`src/rtl/pc_trace_unit_if.sv`:
```
// Trace drain port of pc_trace_unit: show-ahead head word, occupancy and
// ready/valid handshake between the monitor (master) and a host/UART (slave).
interface pc_trace_unit_if #(
  parameter int PC_W  = 16,
  parameter int DEPTH = 16
);
  logic [PC_W-1:0]         trace_data;
  logic                    trace_valid;
  logic                    trace_ready;
  logic [$clog2(DEPTH):0]  trace_count;

  modport master (
    output trace_data,
    output trace_valid,
    output trace_count,
    input  trace_ready
  );

  modport slave (
    input  trace_data,
    input  trace_valid,
    input  trace_count,
    output trace_ready
  );
endinterface

```
`src/rtl/pc_trace_unit.sv`:
```
// PC debug monitor: saturating cycle counter, running PC checksum, sticky
// breakpoints and a cycle-windowed show-ahead trace FIFO drained over ready/valid.
module pc_trace_unit #(
  parameter int PC_W   = 16,
  parameter int CYC_W  = 32,
  parameter int DEPTH  = 16,
  parameter int NUM_BP = 4
) (
  input  logic                     cpu_clk,
  input  logic                     rst,
  input  logic [PC_W-1:0]          pc_in,
  input  logic                     pc_valid,
  input  logic [CYC_W-1:0]         win_start,
  input  logic [CYC_W-1:0]         win_end,
  input  logic [NUM_BP*PC_W-1:0]   bp_addr,
  input  logic [NUM_BP-1:0]        bp_en,
  input  logic                     halt_clr,
  pc_trace_unit_if.master          trace,
  output logic                     overflow,
  output logic [PC_W-1:0]          cksm,
  output logic [CYC_W-1:0]         cycles,
  output logic [1:0]               state,
  output logic [NUM_BP-1:0]        bp_hit,
  output logic                     halt_req
);

  localparam int AW    = $clog2(DEPTH);
  localparam int CNT_W = AW + 1;

  typedef enum logic [1:0] {
    ST_IDLE    = 2'd0,
    ST_CAPTURE = 2'd1,
    ST_DONE    = 2'd2
  } state_t;

  function automatic logic [CYC_W-1:0] sat_inc(input logic [CYC_W-1:0] v);
    if (v == {CYC_W{1'b1}}) begin
      return v;
    end else begin
      return v + {{(CYC_W-1){1'b0}}, 1'b1};
    end
  endfunction

  state_t               r_state;
  logic [CYC_W-1:0]     r_cycles;
  logic [PC_W-1:0]      r_cksm;
  logic [NUM_BP-1:0]    r_bp_hit;
  logic                 r_halt_req;
  logic [PC_W-1:0]      r_mem [DEPTH];
  logic [AW-1:0]        r_rd_ptr;
  logic [AW-1:0]        r_wr_ptr;
  logic [CNT_W-1:0]     r_count;
  logic                 r_valid;
  logic                 r_overflow;
  logic [PC_W-1:0]      r_trace_data;

  logic                 w_capture;
  logic                 w_full;
  logic                 w_push;
  logic                 w_pop;
  logic                 w_push_ok;
  logic                 w_drop;
  logic [AW-1:0]        w_rd_next;
  logic [AW-1:0]        w_wr_next;
  logic [CNT_W-1:0]     w_count_next;
  logic [PC_W-1:0]      w_head_next;
  logic [NUM_BP-1:0]    w_bp_match;
  logic [NUM_BP-1:0]    w_bp_next;

  // FIFO handshake decode: a pop on a full FIFO makes room for a same-edge push
  always_comb begin
    w_capture = (r_state == ST_CAPTURE);
    w_full    = (r_count == CNT_W'(DEPTH));
    w_push    = w_capture && pc_valid;
    w_pop     = r_valid && trace.trace_ready;
    w_push_ok = w_push && (!w_full || w_pop);
    w_drop    = w_push && w_full && !w_pop;
    w_rd_next = w_pop     ? (r_rd_ptr + AW'(1)) : r_rd_ptr;
    w_wr_next = w_push_ok ? (r_wr_ptr + AW'(1)) : r_wr_ptr;
  end

  // Next occupancy and next show-ahead head word
  always_comb begin
    w_count_next = r_count;
    case ({w_push_ok, w_pop})
      2'b10:   w_count_next = r_count + CNT_W'(1);
      2'b01:   w_count_next = r_count - CNT_W'(1);
      default: w_count_next = r_count;
    endcase
    // The new head slot may be the one being written this very edge
    if (w_count_next == CNT_W'(0)) begin
      w_head_next = r_trace_data;
    end else if (w_push_ok && (r_wr_ptr == w_rd_next)) begin
      w_head_next = pc_in;
    end else begin
      w_head_next = r_mem[w_rd_next];
    end
  end

  // Breakpoint compare; halt_clr wins over a same-cycle match
  always_comb begin
    w_bp_match = '0;
    for (int i = 0; i < NUM_BP; i++) begin
      w_bp_match[i] = pc_valid && bp_en[i] && (pc_in == bp_addr[i*PC_W +: PC_W]);
    end
    if (halt_clr) begin
      w_bp_next = '0;
    end else begin
      w_bp_next = r_bp_hit | w_bp_match;
    end
  end

  // Window FSM, compared against the pre-increment cycle count
  always_ff @(posedge cpu_clk) begin
    if (rst) begin
      r_state <= ST_IDLE;
    end else begin
      case (r_state)
        ST_IDLE: begin
          if (win_end <= win_start) begin
            r_state <= ST_DONE;
          end else if (r_cycles >= win_start) begin
            r_state <= ST_CAPTURE;
          end else begin
            r_state <= ST_IDLE;
          end
        end
        ST_CAPTURE: begin
          if (r_cycles >= win_end) begin
            r_state <= ST_DONE;
          end else begin
            r_state <= ST_CAPTURE;
          end
        end
        ST_DONE:  r_state <= ST_DONE;
        default:  r_state <= ST_IDLE;
      endcase
    end
  end

  // Counter, checksum and breakpoint flags run in every FSM state
  always_ff @(posedge cpu_clk) begin
    if (rst) begin
      r_cycles   <= '0;
      r_cksm     <= '0;
      r_bp_hit   <= '0;
      r_halt_req <= 1'b0;
    end else begin
      r_cycles   <= sat_inc(r_cycles);
      r_cksm     <= pc_valid ? (r_cksm + pc_in) : r_cksm;
      r_bp_hit   <= w_bp_next;
      r_halt_req <= |w_bp_next;
    end
  end

  // Trace storage; contents need no reset since pointers/count gate visibility
  always_ff @(posedge cpu_clk) begin
    if (w_push_ok && !rst) begin
      r_mem[r_wr_ptr] <= pc_in;
    end
  end

  // FIFO pointers, occupancy, registered head and sticky overflow
  always_ff @(posedge cpu_clk) begin
    if (rst) begin
      r_rd_ptr     <= '0;
      r_wr_ptr     <= '0;
      r_count      <= '0;
      r_valid      <= 1'b0;
      r_overflow   <= 1'b0;
      r_trace_data <= '0;
    end else begin
      r_rd_ptr     <= w_rd_next;
      r_wr_ptr     <= w_wr_next;
      r_count      <= w_count_next;
      r_valid      <= (w_count_next != CNT_W'(0));
      r_overflow   <= r_overflow || w_drop;
      r_trace_data <= w_head_next;
    end
  end

  assign trace.trace_data  = r_trace_data;
  assign trace.trace_valid = r_valid;
  assign trace.trace_count = r_count;
  assign overflow          = r_overflow;
  assign cksm              = r_cksm;
  assign cycles            = r_cycles;
  assign state             = r_state;
  assign bp_hit            = r_bp_hit;
  assign halt_req          = r_halt_req;

endmodule

```
`src/flat_wrapper.sv`:
```
// flat-port wrapper written by rule: the top's interface ports become plain ports
module pc_trace_unit_flat 
#(
  parameter int PC_W   = 16,
  parameter int CYC_W  = 32,
  parameter int DEPTH  = 16,
  parameter int NUM_BP = 4
)
  (cpu_clk, rst, pc_in, pc_valid, win_start, win_end, bp_addr, bp_en, halt_clr, overflow, cksm, cycles, state, bp_hit, halt_req, trace_trace_data, trace_trace_valid, trace_trace_count, trace_trace_ready);
  pc_trace_unit_if #(.PC_W(PC_W), .DEPTH(DEPTH)) trace_i ();
  input  logic cpu_clk;
  input  logic rst;
  input  logic [PC_W-1:0] pc_in;
  input  logic pc_valid;
  input  logic [CYC_W-1:0] win_start;
  input  logic [CYC_W-1:0] win_end;
  input  logic [NUM_BP*PC_W-1:0] bp_addr;
  input  logic [NUM_BP-1:0] bp_en;
  input  logic halt_clr;
  output logic overflow;
  output logic [PC_W-1:0] cksm;
  output logic [CYC_W-1:0] cycles;
  output logic [1:0] state;
  output logic [NUM_BP-1:0] bp_hit;
  output logic halt_req;
  output wire logic [$bits(trace_i.trace_data)-1:0] trace_trace_data;
  output wire logic [$bits(trace_i.trace_valid)-1:0] trace_trace_valid;
  output wire logic [$bits(trace_i.trace_count)-1:0] trace_trace_count;
  input wire logic [$bits(trace_i.trace_ready)-1:0] trace_trace_ready;
  assign trace_trace_data = trace_i.trace_data;
  assign trace_trace_valid = trace_i.trace_valid;
  assign trace_trace_count = trace_i.trace_count;
  assign trace_i.trace_ready = trace_trace_ready;
  pc_trace_unit #(.PC_W(PC_W), .CYC_W(CYC_W), .DEPTH(DEPTH), .NUM_BP(NUM_BP)) u_core (.cpu_clk(cpu_clk), .rst(rst), .pc_in(pc_in), .pc_valid(pc_valid), .win_start(win_start), .win_end(win_end), .bp_addr(bp_addr), .bp_en(bp_en), .halt_clr(halt_clr), .trace(trace_i), .overflow(overflow), .cksm(cksm), .cycles(cycles), .state(state), .bp_hit(bp_hit), .halt_req(halt_req));
endmodule
```
`config.mk`:
```
export PLATFORM = sky130hd
export DESIGN_NAME = pc_trace_unit_flat
export DESIGN_NICKNAME = d
export VERILOG_FILES = /design/src/rtl/pc_trace_unit_if.sv /design/src/rtl/pc_trace_unit.sv /design/src/flat_wrapper.sv
export SDC_FILE = /design/constraint.sdc
export NUM_CORES = 1
export LEC_CHECK = 0
export BUFFER_PORTS_ARGS = -buffer_cell sky130_fd_sc_hd__buf_2
export CAP_MARGIN = 0
export CORE_MARGIN = 1
export CORE_UTILIZATION = 35
export DETAILED_ROUTE_END_ITERATION = 6
export GPL_ROUTABILITY_DRIVEN = 0
export PLACE_DENSITY = 0.64
export REMOVE_ABC_BUFFERS = 1
export SKIP_LAST_GASP = 1
export SYNTH_ARGS = -nofsm -noshare
export SYNTH_HDL_FRONTEND = slang
export SYNTH_SLANG_ARGS = --single-unit
```
`constraint.sdc`:
```
create_clock -name cpu_clk -period 3.4 [get_ports cpu_clk]
set_input_delay 0.17 -clock cpu_clk [delete_from_list [all_inputs] [get_ports cpu_clk]]
set_output_delay 0.17 -clock cpu_clk [all_outputs]
set_load 0.01 [all_outputs]
```
==> Yosys cells after proc, flatten, opt, wreduce, memory -nomap -nowiden <==
Memories as Yosys holds them, arrays and structs flattened. A register that Yosys moved wholly into a read port is not among the register bits.
Cells that the tools add are included.
Widths: inputs -> output; s select.
{ "op_classes": {"n_addsub": 6, "n_lt_le_gt_ge": 3, "eq_ne": 10, "mux": 9, "bitwise_logic": 1, "n_reduce_logical": 24} }
{ "ops": {"columns": ["operator", "n"], "rows": [
  ["$eq 16x16->1", 4],
  ["$ge 32x32->1", 2],
  ["$add 32x1->32 const B", 1],
  ["$eq 32x32->1 const B", 1],
  ["$le 32x32->1", 1],
  ["$add 16x16->16", 1],
  ["$logic_and 1x1->1", 14],
  ["$pmux 5 s2", 1],
  ["$add 4x1->4 const B", 2],
  ["$mux 4", 2],
  ["$pmux 2 s3", 1],
  ["$add 5x1->5 const B", 1],
  ["$eq 5x5->1 const B", 1],
  ["$logic_not 5->1", 1],
  ["$reduce_bool 5->1", 1],
  ["$sub 5x1->5 const B", 1],
  ["$eq 2x1->1 const B", 2],
  ["$eq 2x2->1 const B", 2],
  ["$logic_not 1->1", 4],
  ["$mux 2", 2],
  ["$or 4x4->4", 1],
  ["$reduce_or 4->1", 1],
  ["$mux 1", 3],
  ["$logic_not 2->1", 1],
  ["$logic_or 1x1->1", 2]
]} }
{ "totals": {"regBits": 70, "ramBits": 256, "input_bits": 153, "out_inout_bits": 78, "wordCells": 64, "mem_count": 1} }
{ "mem_list": {"columns": ["memory", "words", "word_bits", "read_ports", "rd_clocked_by_memory_dff", "wr", "line_no", "rtl"], "rows": [
  ["u_core.r_mem", 16, 16, 1, 1, 1, "pc_trace_unit.sv:49", "logic [PC_W-1:0] r_mem [DEPTH];"]
]} }

==> Depth between registers and ports, before layout <==
Gate-level depths: netlist of the first run.
{ "logic_depth": {"word_depth": 8, "mapped_depth": 18, "mapped_depth_nobuf": 16} }

==> Worst setup path after synthesis of the first run <==
OpenSTA, ideal clock, no wires.
{ "synth_timing": {"path_type": "register to register", "start": "register u_core.r_count[0] (netlist: u_core.trace.trace_count[0])", "end": "register u_core.r_trace_data[1] (netlist: u_core.trace.trace_data[1]) (read register of u_core.r_mem)", "setup_ps": 91, "arrival_ps": 3068, "t_required_ps": 3309, "slack_ps": 241, "stages_incl_launch_ff": 19, "path_buffers": 2, "period_less_slack_ps": 3159, "cell_sequence": "dfxtp_1 > nor3_1 > nand4b_1 > and3_1 > buf_2 > inv_1 > ha_1 > inv_1 > fa_1 > inv_1 > a21o_1 > a21oi_1 > xnor2_1 > nor2_1 > xnor2_1 > nand3_1 > clkbuf_1 > nor2_1 > a311oi_1"} }
{ "synth_between": {"elab_chain_len": 8, "elab_cells_between_ends": 11, "cone_classes": "add/sub: 2; eq/ne: 3; mux: 1; reduce/logical: 5"} }
{ "synth_rtl": {"columns": ["item", "line_no", "rtl"], "rows": [
  ["start, declared", "pc_trace_unit.sv:52", "logic [CNT_W-1:0] r_count;"],
  ["start signal, assigned", "pc_trace_unit.sv:175", "r_count <= w_count_next;"],
  ["$eq 5x5->1", "pc_trace_unit.sv:73", "w_full = (r_count == CNT_W'(DEPTH));"],
  ["$logic_not 1->1", "pc_trace_unit.sv:76", "w_push_ok = w_push && (!w_full || w_pop);"],
  ["$logic_or 1x1->1", "pc_trace_unit.sv:76", null],
  ["$logic_and 1x1->1", "pc_trace_unit.sv:76", null],
  ["$eq 2x1->1 / $eq 2x2->1 (equally long branches)", "pc_trace_unit.sv:85", "case ({w_push_ok, w_pop})"],
  ["$pmux 5 s2 (*)", "pc_trace_unit.sv:85", null],
  ["$logic_not 5->1 (*)", "pc_trace_unit.sv:91", "if (w_count_next == CNT_W'(0)) begin"],
  ["$logic_not 1->1 (no line) (*)", null, null],
  ["end, declared", "pc_trace_unit.sv:55", "logic [PC_W-1:0] r_trace_data;"]
]} }
Mark *: on every way between the ends. The rest lies on a longest branch, timed or not.
A chain may end at the register's enable or synchronous reset.

==> Worst setup path after layout of the first run <==
{ "layout_timing": {"start": "register u_core.r_count[1] (netlist: u_core.trace.trace_count[1])", "end": "register u_core.r_trace_data[1] (netlist: u_core.trace.trace_data[1]) (read register of u_core.r_mem)"} }
Same word-level chain as after synthesis.

==> reports/metrics.yaml, run 1 <==
power:
  p_leak_nw: 8.30
  power.share.combinational: 0.085
  ir_worst_vdd_uv: 290
  p_sw_mw: 2.10
  swShare: 0.227
  seqPwrFrac: 0.491
  p_per_area_nw_per_um2: 453
  p_total_mw: 9.26
  power.internal_mw: 7.16
  p_clk_frac: 0.424
synth:
  synth_warnings: 0
  synth-main-ff-cell: "edfxtp_1"
  netlist_area_um2: 17100
  synth_seq_cells: 342
  ys_seq_area_frac: 0.551
  synth_cells: 1298
  synth-edff-count: 256
  syn_avg_cell_area_um2: 13.2
  yosysUniqueCellTypes: 58
  ys_async_sr_fraction: 0
critical_path:
  crit_slowest_cell: "fa_1"
  arrival_ps: 3550
  path_class: "flop to flop"
  crit_path_end_kind: "flop"
  cpMostUsedCell: "inv_1"
  start_kind: "flop"
  r2r_setup_slack_ps: 280
  critPathRequiredTime_ps: 3830
  path_cells: "nor3_2, nand4b_1, and3_1, inv_1, ha_1, inv_1, fa_1, inv_1, a21o_1, a21oi_1, xnor2_1, nor2_1, xnor2_2, nand3_1, buf_12, nor2_1, a311oi_1"
  max_stage_delay_ps: 410
  cp_max_fo: 32
layout:
  fin_nets: 1847
  layout_common_cells: "edfxtp_1 (256), buf_2 (229), nor2_1 (129)"
  syn_to_final_growth_pct: 19.7
  n_antenna_cell: 0
  final_cells: 2212
  drive_gt1_frac: 0.273
  final_common_cell: "edfxtp_1"
  design_area_um2: 20400
die:
  io_pins: 231
  core-area_um2: 47900
  dieArea_um2: 49700
  rows: 80
  die_h_um: 223
  die_w_um: 223
  start_util: 0.356
timing:
  clock.fmax_mhz: 321
  hold_violations: 0
  finClkSkew_ps: 21.3
  finalCriticalPeriod_ps: 3120
  slew_headroom: 0.335
  layout_setup_ws_ps: 280
  finalCritPeriodShare: 0.918
  tightest_slew_ps: 998
  slew_violations: 0
  finalSetupViolations: 0
drt:
  drc: 0
  num_vias: 11700
  wl_per_cell_um: 21.1
  firstDrtPassIters: 5
  routed_wirelength_um: 46600
  drt_iter0_drc: 785
  viasPerCell: 5.27
  postRouteAntennaNets: 0
global_route:
  grtUsageTotal: 0.188
  grt-ovfl-total: 0
  grt_pass1_wl_um: 70000
  grt_antenna_before_repair: 0
  grt_pass1_vias: 11700
  grt_max_degree: 63
clock_network:
  htree_levels: 2
  numCtsBuffers: 37
  clock_latency_ps: 530
  clk_pin_slew_worst_paths_ps: 60
  cts_buffer_depth: 3
  clock_sinks: 342
  cts_tree: "done"
  clock-root-buffer: "clkbuf_16"
placed_design:
  hpwl_um: 32900
  portBuffers: 230
  pre_cts_slack_ps: 149
  dp.cells: 2146
  placed_area_um2: 19200
job:
  drv_cap: 0
outcome:
  outcome: "finished, final reports clean"
worst_hold_path:
  min_path_type: "input pin to flop"
-- registers in the layout (all words and copies together) (netlist names) --
signal                    count
u_core.bp_hit                 4
u_core.r_mem                256
u_core.state                  2
u_core.r_rd_ptr               4
u_core.cycles                32
u_core.overflow               1
u_core.r_wr_ptr               4
u_core.trace.trace_valid      1
u_core.cksm                  16
u_core.halt_req               1
u_core.trace.trace_count      5
u_core.trace.trace_data      16
-- area by class of cell --
class	count	area, um2
clock buffers	42	945
clock inverters	23	229
fillers	4383	27500
inverters	82	308
multi-input cells	819	7150
flip-flops and latches	342	9410
well taps	615	769
repair buffers	289	1640
-- power by group through the flow --
stage	logic [mW]	clock network, mW	registers (mW)
2_1_floorplan	0.412	0	4.64
3_3_place_gp	0.764	0	4.63
3_5_place_dp	0.787	0	4.63
4_1_cts	0.791	3.99	4.54
5_1_grt	0.876	4.14	4.54
6_report	0.790	3.93	4.54
-- final timing paths --
| check | startpoint | end | depth (start not counted) |
|---|---|---|---|
| worst min register to register | u_core.overflow | u_core.overflow | 2 |
| worst max-delay path | u_core.trace.trace_count[1] | u_core.trace.trace_data[1] | 17 |
| worst max register to register | u_core.trace.trace_count[1] | u_core.trace.trace_data[1] | 17 |
| worst min-delay path | pc_valid | u_core.overflow | 3 |
-- timing repair --
item	in CTS	in global routing
buffers inserted	0	0
hold buffers	1	0
endpoints found under the hold margin	4	0
setup endpoints to repair	0	16
gates resized for setup	0	6
-- metal layers --
| layer | GRT usage | up-vias | share of wire |
|---|---|---|---|
| li1 | - | 5388 | - |
| met1 | 0.241 | 5787 | 0.42 |
| met2 | 0.317 | 405 | 0.48 |
| met3 | 0.0320 | 80 | 0.061 |
| met4 | 0.0690 | 0 | 0.034 |
| met5 | 0.00391 | - | 0 |
-- logic make-up after synthesis --
logic type | synth area share
flops | 0.551
simple gates | 0.0902
compound gates | 0.0612
buf+inv | 0.0327
fa+ha+maj | 0.0910
xor+xnor | 0.0622
mux | 0.112
-- cell usage after synthesis, types with 3 or more instances --
| master | n | area share |
|---|---|---|
| a211oi_1 | 9 | 0.0040 |
| o21bai_1 | 4 | 0.0018 |
| o31ai_1 | 4 | 0.0018 |
| a21o_1 | 28 | 0.012 |
| nand3_1 | 32 | 0.0094 |
| a311oi_1 | 17 | 0.0087 |
| mux2i_1 | 11 | 0.0064 |
| mux4_2 | 80 | 0.11 |
| or3_1 | 5 | 0.0018 |
| dfxtp_1 | 86 | 0.10 |
| xnor2_1 | 70 | 0.036 |
| o21ai_0 | 27 | 0.0079 |
| edfxtp_1 | 256 | 0.45 |
| inv_1 | 80 | 0.018 |
| buf_2 | 11 | 0.0032 |
| and3_1 | 8 | 0.0029 |
| nand2b_1 | 5 | 0.0018 |
| nor3_1 | 12 | 0.0035 |
| o21a_1 | 4 | 0.0018 |
| a21oi_1 | 44 | 0.013 |
| ha_1 | 121 | 0.089 |
| clkbuf_1 | 34 | 0.0075 |
| buf_4 | 6 | 0.0026 |
| nand4_1 | 36 | 0.013 |
| xor2_1 | 45 | 0.023 |
| buf_1 | 3 | 0.00066 |
| nor2_1 | 129 | 0.028 |
| o211ai_1 | 3 | 0.0013 |
| a31oi_1 | 5 | 0.0018 |
| nand2_1 | 67 | 0.015 |
| nor2b_1 | 10 | 0.0037 |
| nor4_1 | 10 | 0.0037 |
-- worst max-delay path: cells and delay by family, from the launching register on --
kind                     cells  cell delay (ps)
AO/OA/AOI/OAI                3              440
XOR/XNOR                     2              230
adder cells (fa/ha/maj)      2              640
buffers and inverters        4              470
flip-flops                   1              320
AND/OR/NAND/NOR              6              920
-- stage by stage --
step / hold slack, ps / util / setup TNS (ps)
3_3_place_gp: 468 / 0.401 / 0
3_5_place_dp: 482 / 0.401 / 0
4_1_cts: 12.6 / 0.426 / 0
5_1_grt: 53.0 / 0.426 / -55.1
2_1_floorplan: 239 / - / -75450
6_report: 31.6 / 0.426 / 0
No activity file was read; power rests on OpenSTA's default activity.
==> run 2: changes to the inputs <==
--- a/config.mk
+++ b/config.mk
@@ -8,10 +8,10 @@
 export BUFFER_PORTS_ARGS = -buffer_cell sky130_fd_sc_hd__buf_2
 export CAP_MARGIN = 0
 export CORE_MARGIN = 1
-export CORE_UTILIZATION = 35
+export CORE_UTILIZATION = 40
 export DETAILED_ROUTE_END_ITERATION = 6
 export GPL_ROUTABILITY_DRIVEN = 0
-export PLACE_DENSITY = 0.64
+export PLACE_DENSITY = 0.7
 export REMOVE_ABC_BUFFERS = 1
 export SKIP_LAST_GASP = 1
 export SYNTH_ARGS = -nofsm -noshare
==> run 2 against run 1 <==
Sequential cell count stayed put. Register-to-register slack worse by 40 ps. Critical path depth is the same. Critical endpoint is now u_core.trace.trace_data[9]. Via count is essentially flat. Critical path type unchanged. Clock power up 2%. Global-route usage up 1.7 points. First-iteration DRC count increased by 20%. Worst hold slack got worse by 8.6 ps.
==> reports/metrics.yaml, run 2 (same netlist as run 1, synthesis figures left out) <==
outcome:
  outcome: "finished, final reports clean"
placed_design:
  pre_cts_slack_ps: -70.2
  hpwl_um: 30600
  portBuffers: 230
global_route:
  grtUsageTotal: 0.205
  grt_antenna_before_repair: 1
  grt_max_degree: 81
  grt-ovfl-total: 0
  grt_pass1_wl_um: 68000
  grt_pass1_vias: 11800
power:
  power.share.combinational: 0.084
  p_sw_mw: 2.10
  power.internal_mw: 7.22
  p_per_area_nw_per_um2: 455
  swShare: 0.225
  seqPwrFrac: 0.488
  p_clk_frac: 0.428
  ir_worst_vdd_uv: 386
  p_total_mw: 9.31
  p_leak_nw: 8.30
drt:
  wl_met3_um: 2870
  drt_iter0_drc: 942
  wl_per_cell_um: 21.4
  wl_met1_um: 18500
  drc: 0
  top_layer_used: "met4"
  num_vias: 11700
  postRouteAntennaNets: 0
  routed_wirelength_um: 45500
  viasPerCell: 5.48
  wl_met2_um: 23100
  firstDrtPassIters: 5
timing:
  finClkSkew_ps: 14.4
  whs_ps: 23.0
  slew_headroom: 0.367
  slew_violations: 0
  hold_violations: 0
  finalCriticalPeriod_ps: 3160
  clock.fmax_mhz: 316
  tns_ps: 0
  layout_setup_ws_ps: 235
  tightest_slew_ps: 950
  finalSetupViolations: 0
  finalCritPeriodShare: 0.931
job:
  drv_cap: 0
layout:
  drive_gt1_frac: 0.274
  n_antenna_cell: 0
  largest_register_ffs: 256
  final_common_cell: "edfxtp_1"
  regMostFlops: "u_core.r_mem"
  fin_nets: 1838
  syn_to_final_growth_pct: 19.7
  layout_common_cells: "edfxtp_1 (256), buf_2 (229), nor2_1 (126)"
critical_path:
  crit_path_end_kind: "flop"
  arrival_ps: 3530
  start_kind: "flop"
  r2r_end: "u_core.trace.trace_data[9]"
  path_class: "flop to flop"
  r2r-start: "u_core.trace.trace_count[2]"
  r2r_setup_slack_ps: 240
  critPathRequiredTime_ps: 3770
  r2r_cells: 17
  cp_max_fo: 8
worst_hold_path:
  whs_path_depth: 1
  hold_start: "pc_in[1]"
  min_path_type: "input pin to flop"
  holdPathEnd: "u_core.r_mem[10][1]"
clock_network:
  numCtsBuffers: 36
  clock-root-buffer: "clkbuf_16"
  cts_tree: "done"
  clock_sinks: 342
  htree_levels: 2
  cts_buffer_depth: 3
  clk_pin_slew_worst_paths_ps: 60
  clock_latency_ps: 530
die:
  rows: 75
  io_pins: 231
  dieArea_um2: 43500
  core-area_um2: 42000
  start_util: 0.406
  die_w_um: 209
  die_h_um: 209
[run 2: cell count changes in the layout (fill, tap and decap cells not counted), sizes merged]
cell         previous run  this run
buf                   288       277
clkbuf                 42        52
clkinv                 16         9
bufinv                  4         3
dlygate4sd3             1         2
[run 2: repair_timing]
item | 4_1_cts | 5_1_grt
cloned | 0 | 3
setup endpoints to repair | 16 | 16
hold buffers | 2 | 0
hold endpoints to repair | 9 | 0
buffers inserted | 1 | 0
gates resized for setup | 3 | 15
pin swaps | 1 | 6
[run 2: area by class of cell]
cell class	instances	area, um2
repair buffers	281	1640
inverters	82	308
fillers	3635	21600
well taps	539	674
clock inverters	15	184
multi-input cells	819	7210
flip-flops and latches	342	9410
clock buffers	50	1030
[run 2: layer usage]
layer | vias to the layer above | GRT usage
met1 | 5789 | 0.257
met4 | 0 | 0.0614
met2 | 425 | 0.368
li1 | 5384 | -
met3 | 72 | 0.0277
met5 | - | 0
[run 2: worst max path at each step]
stage                            endpoint                        start  cells past startpoint  slack (ps)
2_1_floorplan  u_core.trace.trace_data[0]     u_core.trace.trace_valid                      7       -4490
3_3_place_gp   u_core.trace.trace_data[8]  u_core.trace.trace_count[1]                     17         150
3_5_place_dp   u_core.trace.trace_data[5]  u_core.trace.trace_count[1]                     17         -70
6_report       u_core.trace.trace_data[9]  u_core.trace.trace_count[2]                     17         240
4_1_cts        u_core.trace.trace_data[6]  u_core.trace.trace_count[1]                     17          30
5_1_grt        u_core.trace.trace_data[9]  u_core.trace.trace_count[2]                     17         -20
[run 2: critical path, stage by stage (launching register included)]
cell      delay [ps]
dfxtp_1          320
nor3_2           210
nand4b_1         180
and3_4           200
inv_2            100
ha_4             160
inv_1             80
fa_2             350
inv_1             60
a21o_1           120
a21oi_1           80
xnor2_1          190
nor2_2            80
xnor2_2          210
nand3_4          200
buf_12           220
nor2_1           160
a311oi_2          80
[run 2: per-stage QoR]
stage	cell area [um2]	utilization	instances
finish	20400	0.486	2128
global route	20400	0.486	2128
CTS	20300	0.483	2125
detailed placement	19100	0.454	2057
global placement	19100	0.454	2057
floorplan	16800	-	1243
[run 2: power groups by stage]
stage	Combinational, mW	Clock [mW]	Sequential [mW]
6_report	0.783	3.99	4.54
5_1_grt	0.868	4.19	4.54
4_1_cts	0.785	4.05	4.54
3_5_place_dp	0.776	0	4.63
3_3_place_gp	0.752	0	4.63
2_1_floorplan	0.412	0	4.64
